$ cat config.mk
export PLATFORM = sky130hd
export DESIGN_NAME = shift_sequencer
export DESIGN_NICKNAME = d
export VERILOG_FILES = /design/src/rtl/shift_pkg.sv /design/src/rtl/shift_step.sv /design/src/rtl/shift_sequencer.sv
export SDC_FILE = /design/constraint.sdc
export NUM_CORES = 1
export LEC_CHECK = 0
export ABC_AREA = 1
export BUFFER_PORTS_ARGS = -buffer_cell sky130_fd_sc_hd__buf_2
export CAP_MARGIN = 20
export CORE_AREA = 2 2 136 138
export DETAILED_ROUTE_END_ITERATION = 10
export DIE_AREA = 0 0 138 140
export PLACE_DENSITY = 0.64
export SYNTH_ARGS = -nofsm -noshare
export SYNTH_HDL_FRONTEND = slang
export SYNTH_SLANG_ARGS = --single-unit
$ cat constraint.sdc
create_clock -name clk -period 4.3 [get_ports clk]
set_input_delay 0.43 -clock clk [delete_from_list [all_inputs] [get_ports clk]]
set_output_delay 0.43 -clock clk [all_outputs]
set_load 0.005 [all_outputs]
$ cat src/rtl/shift_pkg.sv
// -----------------------------------------------------------------------------
// shift_pkg
// Shared types and constants for the register-specified shift sequencer.
//   sh_type_t   : ARM shift encoding (LSL/LSR/ASR/ROR)
//   seq_state_t : sequencer FSM states
//   AMT_W       : width of the shift-amount field (Rs[7:0])
// -----------------------------------------------------------------------------
package shift_pkg;

  localparam int AMT_W = 8;

  typedef enum logic [1:0] {
    SH_LSL = 2'b00,
    SH_LSR = 2'b01,
    SH_ASR = 2'b10,
    SH_ROR = 2'b11
  } sh_type_t;

  typedef enum logic [1:0] {
    S_IDLE  = 2'b00,
    S_SHIFT = 2'b01,
    S_DONE  = 2'b10
  } seq_state_t;

endpackage

$ cat src/rtl/shift_step.sv
// -----------------------------------------------------------------------------
// shift_step
// Combinational barrel stage: shifts a 32-bit value by 0..31 bits of one ARM
// shift type and produces the carry (last bit shifted out).
// Ports:
//   i_value  [31:0] value to shift
//   i_type   [1:0]  shift type (sh_type_t)
//   i_k      [4:0]  bits to shift this step; 0 leaves value and carry untouched
//   i_rrx           rotate-right-extended: ignores i_k, shifts in i_carry
//   i_carry         incoming carry flag
//   o_value  [31:0] shifted value
//   o_carry         resulting carry
// -----------------------------------------------------------------------------
module shift_step
  import shift_pkg::*;
(
  input  logic [31:0] i_value,
  input  sh_type_t    i_type,
  input  logic [4:0]  i_k,
  input  logic        i_rrx,
  input  logic        i_carry,
  output logic [31:0] o_value,
  output logic        o_carry
);

  // One guard bit beside the value catches the last bit shifted out, so the
  // carry never needs a variable bit-select.
  logic        [32:0] w_lsl;
  logic        [32:0] w_lsr;
  logic signed [32:0] w_asr;
  logic        [31:0] w_ror;

  assign w_lsl = {1'b0, i_value} << i_k;
  assign w_lsr = {i_value, 1'b0} >> i_k;
  assign w_asr = $signed({i_value, 1'b0}) >>> i_k;
  // For k==0 the left half shifts by 32 and vanishes, giving the value back.
  assign w_ror = (i_value >> i_k) | (i_value << (6'd32 - {1'b0, i_k}));

  always_comb begin
    // NOTE: defaults first so every path assigns both outputs -- no latch.
    o_value = i_value;
    o_carry = i_carry;
    if (i_rrx) begin
      o_value = {i_carry, i_value[31:1]};
      o_carry = i_value[0];
    end else if (i_k != 5'd0) begin
      unique case (i_type)
        SH_LSL: begin o_value = w_lsl[31:0];  o_carry = w_lsl[32]; end
        SH_LSR: begin o_value = w_lsr[32:1];  o_carry = w_lsr[0];  end
        SH_ASR: begin o_value = w_asr[32:1];  o_carry = w_asr[0];  end
        SH_ROR: begin o_value = w_ror;        o_carry = w_ror[31]; end
        default: ;
      endcase
    end
  end

endmodule

$ cat src/rtl/shift_sequencer.sv
// -----------------------------------------------------------------------------
// shift_sequencer
// Multi-cycle controller for ARM shift-by-register (amount = Rs[7:0]).
// Iterates a bounded barrel stage (shift_step) at most MAX_STEP bits per cycle
// until the full 0..255 amount is applied; gives the ARM-exact result and
// shifter carry-out. Valid/ready handshake on request and result sides.
// Parameters:
//   MAX_STEP  max bits shifted per SHIFT cycle, 1..31
// Ports:
//   clk, reset (synchronous, active high)
//   req_valid / req_ready   request handshake (ready only in IDLE)
//   op_value, sh_type, amount, carry_in   request fields, sampled at accept
//   res_valid / res_ready   result handshake (valid only in DONE)
//   result, carry_out       shifted value and shifter carry
// Configuration:
//   SHIFT_SEQ_RRX_EN  when defined, ROR by 0 is RRX (one SHIFT cycle);
//                     otherwise ROR by 0 passes the value and carry through.
// -----------------------------------------------------------------------------
module shift_sequencer
  import shift_pkg::*;
#(
  parameter int MAX_STEP = 31
) (
  input  logic        clk,
  input  logic        reset,
  input  logic        req_valid,
  output logic        req_ready,
  input  logic [31:0] op_value,
  input  logic [1:0]  sh_type,
  input  logic [7:0]  amount,
  input  logic        carry_in,
  output logic        res_valid,
  input  logic        res_ready,
  output logic [31:0] result,
  output logic        carry_out
);

  localparam logic [AMT_W-1:0] MAX_STEP_A = AMT_W'(MAX_STEP);

  seq_state_t       r_state;
  logic [31:0]      r_value;
  sh_type_t         r_type;
  logic             r_carry;
  logic [AMT_W-1:0] r_remaining;
  logic             r_rrx;

  logic [AMT_W-1:0] w_eff;
  logic             w_rrx_req;
  logic [4:0]       w_k;
  logic [31:0]      w_step_value;
  logic             w_step_carry;
  sh_type_t         w_req_type;

  assign w_req_type = sh_type_t'(sh_type);

  // ROR only cares about the rotation modulo 32.
  assign w_eff = (w_req_type == SH_ROR) ? {3'b000, amount[4:0]} : amount;

`ifdef SHIFT_SEQ_RRX_EN
  assign w_rrx_req = (w_req_type == SH_ROR) && (amount == 8'd0);
`else
  assign w_rrx_req = 1'b0;
`endif

  // Step size never exceeds what is left, so remaining cannot underflow.
  assign w_k = (r_remaining > MAX_STEP_A) ? MAX_STEP_A[4:0] : r_remaining[4:0];

  shift_step u_step (
    .i_value (r_value),
    .i_type  (r_type),
    .i_k     (w_k),
    .i_rrx   (r_rrx),
    .i_carry (r_carry),
    .o_value (w_step_value),
    .o_carry (w_step_carry)
  );

  // NOTE: sequential state uses non-blocking assignments only, so every
  // register sees the pre-edge values of the others.
  always_ff @(posedge clk) begin
    if (reset) begin
      r_state     <= S_IDLE;
      r_value     <= '0;
      r_type      <= SH_LSL;
      r_carry     <= 1'b0;
      r_remaining <= '0;
      r_rrx       <= 1'b0;
    end else begin
      unique case (r_state)
        S_IDLE: begin
          if (req_valid) begin
            r_value <= op_value;
            r_type  <= w_req_type;
            r_carry <= carry_in;
            r_rrx   <= 1'b0;
            if (w_rrx_req) begin
              // RRX is a single fixed step; remaining=1 lets SHIFT finish it.
              r_rrx       <= 1'b1;
              r_remaining <= AMT_W'(1);
              r_state     <= S_SHIFT;
            end else if (w_eff == '0) begin
              // ROR by a non-zero multiple of 32: value intact, C = bit 31.
              if (w_req_type == SH_ROR && amount != 8'd0) r_carry <= op_value[31];
              r_state <= S_DONE;
            end else begin
              r_remaining <= w_eff;
              r_state     <= S_SHIFT;
            end
          end
        end
        S_SHIFT: begin
          r_value     <= w_step_value;
          r_carry     <= w_step_carry;
          r_rrx       <= 1'b0;
          r_remaining <= r_remaining - {3'b000, w_k};
          if (r_remaining == {3'b000, w_k}) r_state <= S_DONE;
        end
        S_DONE: begin
          if (res_ready) r_state <= S_IDLE;
        end
        default: r_state <= S_IDLE;
      endcase
    end
  end

  assign req_ready = (r_state == S_IDLE);
  assign res_valid = (r_state == S_DONE);
  assign result    = r_value;
  assign carry_out = r_carry;

endmodule

==> impl_results.md <==
- Drt drc: 0
- Area of the mapped netlist: 7850 um2
- Core area: 17800 um2
- Slowest stage delay, CP: 0.47 ns
- Setup TNS: 0 ns
- Synthesized area per cell: 5.02 um2
- Pre-antenna DRT Iters: 7
- Max_cap viols: 0
- Number of port buffers: 81
- # rows: 49
- Post-Layout Cell Count: approximately 1800
- Fin. Hold Viols: 0
- Clock root buffer: clkbuf_16
- Vias per Instance: roughly 6.4
- CP arrival: 3.89 ns
- Share of layout cells above drive strength 1: 0.114
- Drt wl/cell: 23.9 um
- Number of max-slew violations in the final report: 0
- Hold_buf cts: 0
- EDFF count, synth: 0
- Max transition margin: 0.461
- Dpl cells: 1803
- Synth warnings: 0
- Startpoint types: flop
- Unique cell type count in the Yosys netlist: between 40 and 50
- Clock buffer depth: 2
- IO Pins: 82
- Die ar.: 19300 um2
- Cells after synthesis: 1562
- Post-synth top area cell: nand2_1
- Final wirelength: around 43 mm
- CP most frequent cell: nand2_1
- GRT Total Usage: 0.434
- Vias in the first global route: 10500
- Initial antenna violation count: 0
- Die height: 140 um
- Syn nets: approximately 1600
- DIE WIDTH: about 140 um
- Num CTS Buffers: 5
- Routability cong.: 1.09
- Final Skew: 0.0194 ns
- Post-synthesis sequential area ratio: 0.115
- Critical path's top delay family: simple AND/OR/NAND/NOR gates
- N_diodes: 0
- Yosys reg bits: 45
- Peak supply drop: 0.000393 V
- CTS tree: built
- CTS clk-pin slew, worst paths: 0.08 ns
- Initial DRC count: 1540
- Clock Latency Late Sink: 0.31 ns
- Crit path time final: about 3.6 ns
- Buffer count from post-CTS setup fixing: 0
- CP Buf/Inv Count: 3
- Worst EP required: about 4.5 ns
- H-Tree Depth: 2
- Unrepaired setup endpoints after global routing: no
- Final setup fails: 0
- Via Count: 11500
- CP max stage cell: nand2_1
- Most used DFF post-synth: dfxtp_1
- Final period utilization: 0.849
- Status: completed
- Synth async-reset ratio: 0
- Area grow syn2layout: 8.82%
- Crit path capture type: flop
- Leak: ~4.4 nW
- Slew @ Worst Pin: 0.805 ns
- Cts repair resizes: 0
- Antenna Nets Post-Route: 0
- Initial Utilization: 0.441
- Largest net degree at the start of global routing: 66
- Critical Path Fanout Max: 37
- Yosys top cell area share: 0.266
- Clk sinks: 45
- CP Cell Sequence: inv_4 -> nand3_4 -> buf_4 -> nor3_2 -> nand2_1 -> nand2_1 -> buf_4 -> nand3_1 -> nand3_1 -> nand3_1 -> nand2_1 -> nand2_1 -> nand3_1 -> nand2_1 -> a21oi_1
- Max frequency: 274 MHz
- PwrDens: roughly 800 nW/um2
- First-pass GRT wire length: 64.4 mm
- Filler instances: between 2000 and 2500
- Hold crit path type: in2reg
- CP Class: reg2reg
- Synth area leaders: nand2_1 (27%), nand3_1 (22%), dfxtp_1 (11%)
- Final #Nets: ~1600
- DP HPWL: approximately 33 mm
- GRT overflow: 0
[synthesized netlist by cell type (3+ instances only)]
cell type and instances:
nor3_1 3, nand2_1 557, clkbuf_1 34, inv_1 98, o21ai_1 24, ha_1 4
o22ai_1 5, or2_2 20, buf_6 6, a31oi_1 4, inv_2 10, a211oi_1 4
nand2_2 8, o211ai_1 18, nand4_1 30, dfxtp_1 45, clkinv_1 3, buf_2 43
nand3_1 351, a21oi_1 92, nor2_4 3, nor2_1 70, buf_1 16, o21ai_0 84
buf_4 5
[metal layers]
layer | routed length [um] | global-route usage | vias up | share of wire
li1 | - | - | 5260 | -
met1 | 17000 | 0.572 | 5199 | 0.39
met2 | 17700 | 0.647 | 882 | 0.41
met3 | 5740 | 0.111 | 173 | 0.13
met4 | 2860 | 0.241 | 0 | 0.066
met5 | 0 | 0 | - | 0
[stage by stage]
stage,worst slack [ns],hold WS [ns],power (mW),utilization,instance area (um2)
global placement,0.879,0.508,6.25,0.469,8340
detailed placement,0.873,0.510,6.21,0.469,8340
floorplan,1.53,0.477,4.46,-,7850
global route,0.528,0.417,7.45,0.480,8540
CTS,0.848,0.404,6.72,0.479,8510
finish,0.651,0.405,6.99,0.480,8540
[worst paths after layout]
| kind | end | from | cells after the start | slack, ns |
|---|---|---|---|---|
| max | result[31]$_SDFFE_PP0P_ | r_remaining[7]$_SDFFE_PP0P_ | 15 | 0.65 |
| min | r_remaining[0]$_SDFFE_PP0P_ | amount[0] | 3 | 0.41 |
| max reg2reg | result[31]$_SDFFE_PP0P_ | r_remaining[7]$_SDFFE_PP0P_ | 15 | 0.65 |
| min reg2reg | r_type[1]$_SDFFE_PP0P_ | r_type[1]$_SDFFE_PP0P_ | 2 | 0.52 |
[power breakdown]
part / total, mW / internal (mW) / switching (mW) / leakage (nW)
Combinational: 5.86 / 1.57 / 4.29 / 3.91
Sequential: 0.644 / 0.504 / 0.141 / 0.374
Clock: 0.487 / 0.291 / 0.196 / 0.0831
[sequential cells by signal, indices dropped and copies added, names as in the netlist]
| signal | count |
|---|---|
| r_type | 2 |
| r_state | 2 |
| result | 32 |
| carry_out | 1 |
| r_remaining | 8 |
[worst register-to-register path, stage by stage, from the launching register on]
cell and delay [ns]:
dfxtp_1 0.35, inv_4 0.32, nand3_4 0.40, buf_4 0.44, nor3_2 0.28, nand2_1 0.09, nand2_1 0.47, buf_4 0.36
nand3_1 0.13, nand3_1 0.10, nand3_1 0.15, nand2_1 0.10, nand2_1 0.09, nand3_1 0.11, nand2_1 0.06, a21oi_1 0.11
[logic make-up (layout without fill, tap and decap cells)]
kind of cell | after synthesis | in the layout | share of synthesized area
and+or+nand+nor | 1052 | 1052 | 0.589
AOI/OAI and AO/OA | 242 | 242 | 0.168
buffers and inverters | 216 | 237 | 0.119
DFF | 45 | 45 | 0.115
adders and majority gates | 4 | 4 | 0.00638
xor gates and xnor gates | 2 | 2 | 0.00223
muxes | 1 | 1 | 0.00128
[final cells by class]
class                   count  area, um2  share of cell area
flip-flops and latches     45        901               0.105
inverters                 112        423              0.0495
repair buffers            117        708              0.0829
multi-input cells        1301       6050               0.708
clock buffers               6        139              0.0163
well taps                 229        287              0.0335
clock inverters             2       37.5             0.00439
[cells in the final DEF (no fill, tap or decap), types with 4 or more instances in the layout]
| master | count |
|---|---|
| dfxtp_1 | 45 |
| ha_1 | 4 |
| clkbuf_16 | 5 |
| buf_4 | 34 |
| o21ai_1 | 23 |
| nand4_1 | 30 |
| nand2_2 | 8 |
| nand3_1 | 351 |
| o22ai_1 | 5 |
| o21ai_0 | 84 |
| a31oi_1 | 4 |
| nand2_1 | 557 |
| inv_2 | 10 |
| nor2_1 | 67 |
| a21oi_1 | 92 |
| a211oi_1 | 4 |
| nor2_4 | 5 |
| or2_2 | 20 |
| inv_1 | 98 |
| o211ai_1 | 18 |
| buf_2 | 81 |
(Power assumes the default switching activity.)
